===== src/rtl/uart_rx_parity.sv =====
`default_nettype none
// ============================================================================
// Module   : uart_rx_parity
// Brief    : Oversampled UART receiver, 8 data bits LSB first, one stop bit.
//            Define UART_RX_PARITY_EN to add an even-parity bit (11-bit frame).
// Revision : 1.0 - initial release
// ============================================================================
module uart_rx_parity #(
    parameter int CLK_FREQ   = 50000000,
    parameter int BAUD       = 115200,
    parameter int OVERSAMPLE = 16
) (
    input  logic       clk,
    input  logic       clear,
    input  logic       rx,
    input  logic       ready_clr,
    output logic [7:0] data_out,
    output logic       ready,
    output logic       parity_err,
    output logic       frame_err,
    output logic       overrun
);

    localparam int c_DIV   = CLK_FREQ / (BAUD * OVERSAMPLE);
    localparam int c_DIV_W = (c_DIV > 1) ? $clog2(c_DIV) : 1;
    localparam int c_OS_W  = $clog2(OVERSAMPLE);

    localparam logic [c_DIV_W-1:0] c_DIV_LAST = c_DIV_W'(c_DIV - 1);
    localparam logic [c_OS_W-1:0]  c_OS_MID   = c_OS_W'(OVERSAMPLE / 2 - 1);
    localparam logic [c_OS_W-1:0]  c_OS_LAST  = c_OS_W'(OVERSAMPLE - 1);

    typedef enum logic [2:0] {
        S_IDLE   = 3'd0,
        S_START  = 3'd1,
        S_DATA   = 3'd2,
`ifdef UART_RX_PARITY_EN
        S_PARITY = 3'd3,
`endif
        S_STOP   = 3'd4,
        S_BREAK  = 3'd5
    } state_t;

    state_t              r_state;
    state_t              w_next;
    logic                r_meta;
    logic                r_rxs;
    logic [c_DIV_W-1:0]  r_div;
    logic [c_OS_W-1:0]   r_os;
    logic [2:0]          r_idx;
    logic [7:0]          r_shift;
    logic [7:0]          r_data;
    logic                r_ready;
    logic                r_ferr;
    logic                r_ovr;
    logic                w_tick;
    logic                w_mid;
    logic                w_full;
    logic                w_start_det;
    logic                w_done;

    always_ff @(posedge clk) begin
        if (clear) begin
            r_meta <= 1'b1;
            r_rxs  <= 1'b1;
        end else begin
            r_meta <= rx;
            r_rxs  <= r_meta;
        end
    end

    assign w_tick = (r_div == c_DIV_LAST);
    assign w_mid  = w_tick && (r_os == c_OS_MID);
    assign w_full = w_tick && (r_os == c_OS_LAST);

    always_ff @(posedge clk) begin
        if (clear) begin
            r_state <= S_IDLE;
        end else begin
            r_state <= w_next;
        end
    end

    always_comb begin
        w_next      = r_state;
        w_start_det = 1'b0;
        w_done      = 1'b0;
        case (r_state)
            S_IDLE: begin
                if (!r_rxs) begin
                    w_next      = S_START;
                    w_start_det = 1'b1;
                end
            end
            S_START: begin
                if (w_mid) begin
                    w_next = r_rxs ? S_IDLE : S_DATA;
                end
            end
            S_DATA: begin
                if (w_full && (r_idx == 3'd7)) begin
`ifdef UART_RX_PARITY_EN
                    w_next = S_PARITY;
`else
                    w_next = S_STOP;
`endif
                end
            end
`ifdef UART_RX_PARITY_EN
            S_PARITY: begin
                if (w_full) begin
                    w_next = S_STOP;
                end
            end
`endif
            S_STOP: begin
                if (w_full) begin
                    w_done = 1'b1;
                    w_next = r_rxs ? S_IDLE : S_BREAK;
                end
            end
            S_BREAK: begin
                if (r_rxs) begin
                    w_next = S_IDLE;
                end
            end
            default: w_next = S_IDLE;
        endcase
    end

    // Both counters realign to the start-bit edge so the mid-bit sample point
    // is measured from the falling edge, not from the free-running phase.
    always_ff @(posedge clk) begin
        if (clear || w_start_det) begin
            r_div <= '0;
            r_os  <= '0;
        end else if (w_tick) begin
            r_div <= '0;
            if (w_full || ((r_state == S_START) && w_mid)) begin
                r_os <= '0;
            end else begin
                r_os <= r_os + 1'b1;
            end
        end else begin
            r_div <= r_div + 1'b1;
        end
    end

    always_ff @(posedge clk) begin
        if (clear) begin
            r_idx   <= '0;
            r_shift <= '0;
        end else if (r_state == S_START) begin
            r_idx <= '0;
        end else if ((r_state == S_DATA) && w_full) begin
            r_shift[r_idx] <= r_rxs;
            r_idx          <= r_idx + 1'b1;
        end
    end

`ifdef UART_RX_PARITY_EN
    logic r_perr;
    logic r_parity_err;

    always_ff @(posedge clk) begin
        if (clear) begin
            r_perr <= 1'b0;
        end else if ((r_state == S_PARITY) && w_full) begin
            r_perr <= r_rxs ^ (^r_shift);
        end
    end

    always_ff @(posedge clk) begin
        if (clear) begin
            r_parity_err <= 1'b0;
        end else if (w_done) begin
            r_parity_err <= r_perr;
        end else if (ready_clr) begin
            r_parity_err <= 1'b0;
        end
    end

    assign parity_err = r_parity_err;
`else
    assign parity_err = 1'b0;
`endif

    // Frame completion takes priority over a coincident ready_clr.
    always_ff @(posedge clk) begin
        if (clear) begin
            r_data  <= '0;
            r_ready <= 1'b0;
            r_ferr  <= 1'b0;
            r_ovr   <= 1'b0;
        end else if (w_done) begin
            r_data  <= r_shift;
            r_ready <= 1'b1;
            r_ferr  <= ~r_rxs;
            r_ovr   <= ready_clr ? 1'b0 : (r_ovr | r_ready);
        end else if (ready_clr) begin
            r_ready <= 1'b0;
            r_ferr  <= 1'b0;
            r_ovr   <= 1'b0;
        end
    end

    assign data_out  = r_data;
    assign ready     = r_ready;
    assign frame_err = r_ferr;
    assign overrun   = r_ovr;

endmodule
`default_nettype wire

===== config.mk =====
export PLATFORM = sky130hd
export DESIGN_NAME = uart_rx_parity
export DESIGN_NICKNAME = d
export VERILOG_FILES = /design/src/rtl/uart_rx_parity.sv
export SDC_FILE = /design/constraint.sdc
export NUM_CORES = 1
export LEC_CHECK = 0
export ABC_AREA = 1
export CAP_MARGIN = 20
export CORE_AREA = 2 2 58 60
export CTS_CLUSTER_SIZE = 24
export DETAILED_ROUTE_END_ITERATION = 8
export DIE_AREA = 0 0 60 62
export HOLD_SLACK_MARGIN = 0.12
export PLACE_DENSITY = 0.71
export SLEW_MARGIN = 20
export SYNTH_ARGS = -nofsm -noshare
export SYNTH_HDL_FRONTEND = slang
export SYNTH_SLANG_ARGS = --single-unit

===== constraint.sdc =====
create_clock -name clk -period 1.6 [get_ports clk]
set_input_delay 0.16 -clock clk [delete_from_list [all_inputs] [get_ports clk]]
set_output_delay 0.16 -clock clk [all_outputs]
set_load 0.02 [all_outputs]

==> impl_metrics.toml <==
[synth]
ys_seq_area_frac = 0.440
synth.avg_cell_area_um2 = 7.73
yosysWarningCount = 0
syn_nets = 221
synthCells = 212
synthesis.area_um2 = 1640
ys_ff_latch = 36
synthDistinctLibCells = 26

[route]
wl_per_cell_um = 11.0
drtIter0Drc = 67
drt_wl_total_mm = 3.07
antenna_left = 0
via_per_inst = 4.83
drt_pre_antenna_iters = 4
drc_errors = 0
via_count = 1347

[layout]
drive_gt1_frac = 0.167
nets = 241
fill_cells = 276
num_antenna_cells = 0
seq_area_um2 = 726
final_util = 0.616
area_delta_synth_final_pct = 19.5
multi_input_area_um2 = 867
design_area_um2 = 1960

[critical_path]
cp-start-kind = "flop"
critPathSlowestCell = "clkdlybuf4s50_1"
reg2regPathDepth = 9
cp_cell_sequence = "clkdlybuf4s50_1"
worstPathArrival_ps = 1320
r2r-end = "r_shift[0]$_SDFFE_PP0P_"
critPathBufInv = 1
r2r_slack_ps = 140
path_delay_family = "buffers and inverters"
end_kind = "output port"
timing.rr.start = "r_os[0]$_SDFFE_PP0N_"
crit_fanout = 2
required_ps = 1440
max_stage_delay_ps = 610
critPathKind = "flop to output port"

[global_route]
grt-ovfl-total = 0
antenna_found_initial = 0
grt_pass1_vias = 1190
grt_max_degree = 13
grt_usage = 0.185
grt_pass1_wl_mm = 5.06

[floorplan]
coreArea_um2 = 3180
die_h_um = 62
die_x_um = 60
pin_count = 16
dieArea_um2 = 3720
placementRows = 21
initial_core_util = 0.516

[placement]
place_area_um2 = 1840
gp_congestion = 0.913
dp.final_hpwl_mm = 2.19
placement.io_buffers = 14

[clocking]
path_clk_slew_ps = 120
numCtsBuffers = 5
clk_latency_ps = 350
cts_root_buf = "clkbuf_4"
cts_buffer_depth = 2
tritoncts = "done"
htree_levels = 2
cts_setup_buffers = 0
cts_sinks = 36

[sta]
fin_crit_sh = 0.922
fmax_ghz = 0.678
hold_viol_final = 0
slew_viol_final = 0
min_period_ps = 1480
clock_skew_ps = 10.7
setup_viol = 0

[power]
power.leakage_nw = 0.837
ir_drop_mv = 0.612
power_per_cell_area_nw_per_um2 = 909
power_mw = 1.78

[worst_hold_path]
min_path_type = "input pin to flop"
hold_start = "rx"
hold_depth = 2
min_to = "r_meta$_SDFF_PP1_"

[flow_run]
drv_cap = 0

[outcome]
status = "finished, final reports clean"
[cell usage in the layout (no fill, tap or decap), types with 2 or more instances in the layout]
cell	instances
dfxtp_2	4
nand2_2	3
buf_4	4
clkinv_2	2
nand2_4	3
dfxtp_1	32
clkdlybuf4s50_1	14
ha_4	2
xor2_1	3
nor2_1	25
nand2_1	40
clkbuf_4	5
nor2_8	2
o21bai_1	8
nand4_1	2
a21oi_1	13
a211oi_1	3
ha_1	3
inv_1	16
nor3_1	10
nand3_1	20
o21ai_0	3
inv_2	4
or2_2	4
[stage by stage]
stage	setup WS (ps)	cells	setup TNS, ps	hold slack (ps)
4_1_cts	69.5	279	0	375
3_3_place_gp	140	271	0	394
6_report	125	279	0	383
3_5_place_dp	82.8	271	0	404
5_1_grt	-1.74	279	-1.74	382
2_1_floorplan	245	212	0	264
[state kept, by name (all words and copies together), names as in the netlist]
name and flops:
r_idx 3, ready 1, r_shift 8, r_os 4, r_meta 1, frame_err 1, r_div 5, r_rxs 1
r_state 3, data_out 8, overrun 1
[layout make-up]
class	count	share of cell area
multi-input cells	150	0.443
clock buffers	5	0.0192
well taps	46	0.0294
inverters	21	0.0415
repair buffers	18	0.0869
clock inverters	3	0.00958
flip-flops and latches	36	0.371
[synthesized netlist by cell type]
cell       n  area (um^2)
nand2_1   41          154
dfxtp_1   36          721
nor2_1    25         93.8
nand3_1   20          100
inv_1     17         63.8
a21oi_1   13         65.1
nor3_1    10         50.1
o21bai_1   8         60.1
ha_1       5         62.6
inv_2      4         15.0
or2_2      4         25.0
a211oi_1   3         22.5
buf_2      3         15.0
nand2_2    3         18.8
nand2_4    3         33.8
o21ai_0    3         15.0
xor2_1     3         26.3
nand4_1    2         12.5
nor2_8     2         40.0
a21oi_2    1         8.76
buf_4      1         7.51
clkbuf_1   1         3.75
conb_1     1         3.75
nor2_2     1         6.26
nor3_2     1         10.0
o21ai_1    1         5.00
[cell families after synthesis]
kind of cell,Yosys count,share of synthesized area
buffers and inverters,26,0.0641
AO/OA/AOI/OAI,29,0.108
flip-flops,36,0.440
other,1,0.00229
XOR/XNOR,3,0.0160
adder cells (fa/ha/maj),5,0.0382
AND/OR/NAND/NOR,112,0.332
[repair_timing]
action	4_1_cts	5_1_grt
endpoints found under the setup margin	0	19
hold endpoints to repair	0	0
hold buffers	0	0
resized for setup	0	15
[report_power, final]
group / switching (mW) / total, mW / internal [mW] / leakage, nW
combinational: 0.216 / 0.339 / 0.123 / 0.509
clock: 0.313 / 0.481 / 0.169 / 0.0349
sequential: 0.0294 / 0.960 / 0.931 / 0.293
total: 0.558 / 1.78 / 1.22 / 0.837
[routing by layer]
metal / GRT usage / share of wire
met1: 0.242 / 0.50
met2: 0.281 / 0.46
met3: 0.0435 / 0.030
met4: 0.105 / 0.015
met5: 0 / 0
[worst max-delay path by stage]
stage,start,endpoint,slack [ps],depth (start not counted)
2_1_floorplan,r_div[0]$_SDFF_PP0_,r_shift[6]$_SDFFE_PP0P_,250,9
3_3_place_gp,r_div[0]$_SDFF_PP0_,frame_err$_SDFFE_PP0P_,140,9
3_5_place_dp,r_div[0]$_SDFF_PP0_,frame_err$_SDFFE_PP0P_,80,9
4_1_cts,r_div[0]$_SDFF_PP0_,frame_err$_SDFFE_PP0P_,70,9
5_1_grt,r_div[0]$_SDFF_PP0_,r_shift[7]$_SDFFE_PP0P_,-2,10
6_report,data_out[1]$_SDFFE_PP0P_,data_out[1],120,1
Note: power is estimated with default switching activity, not from simulation.
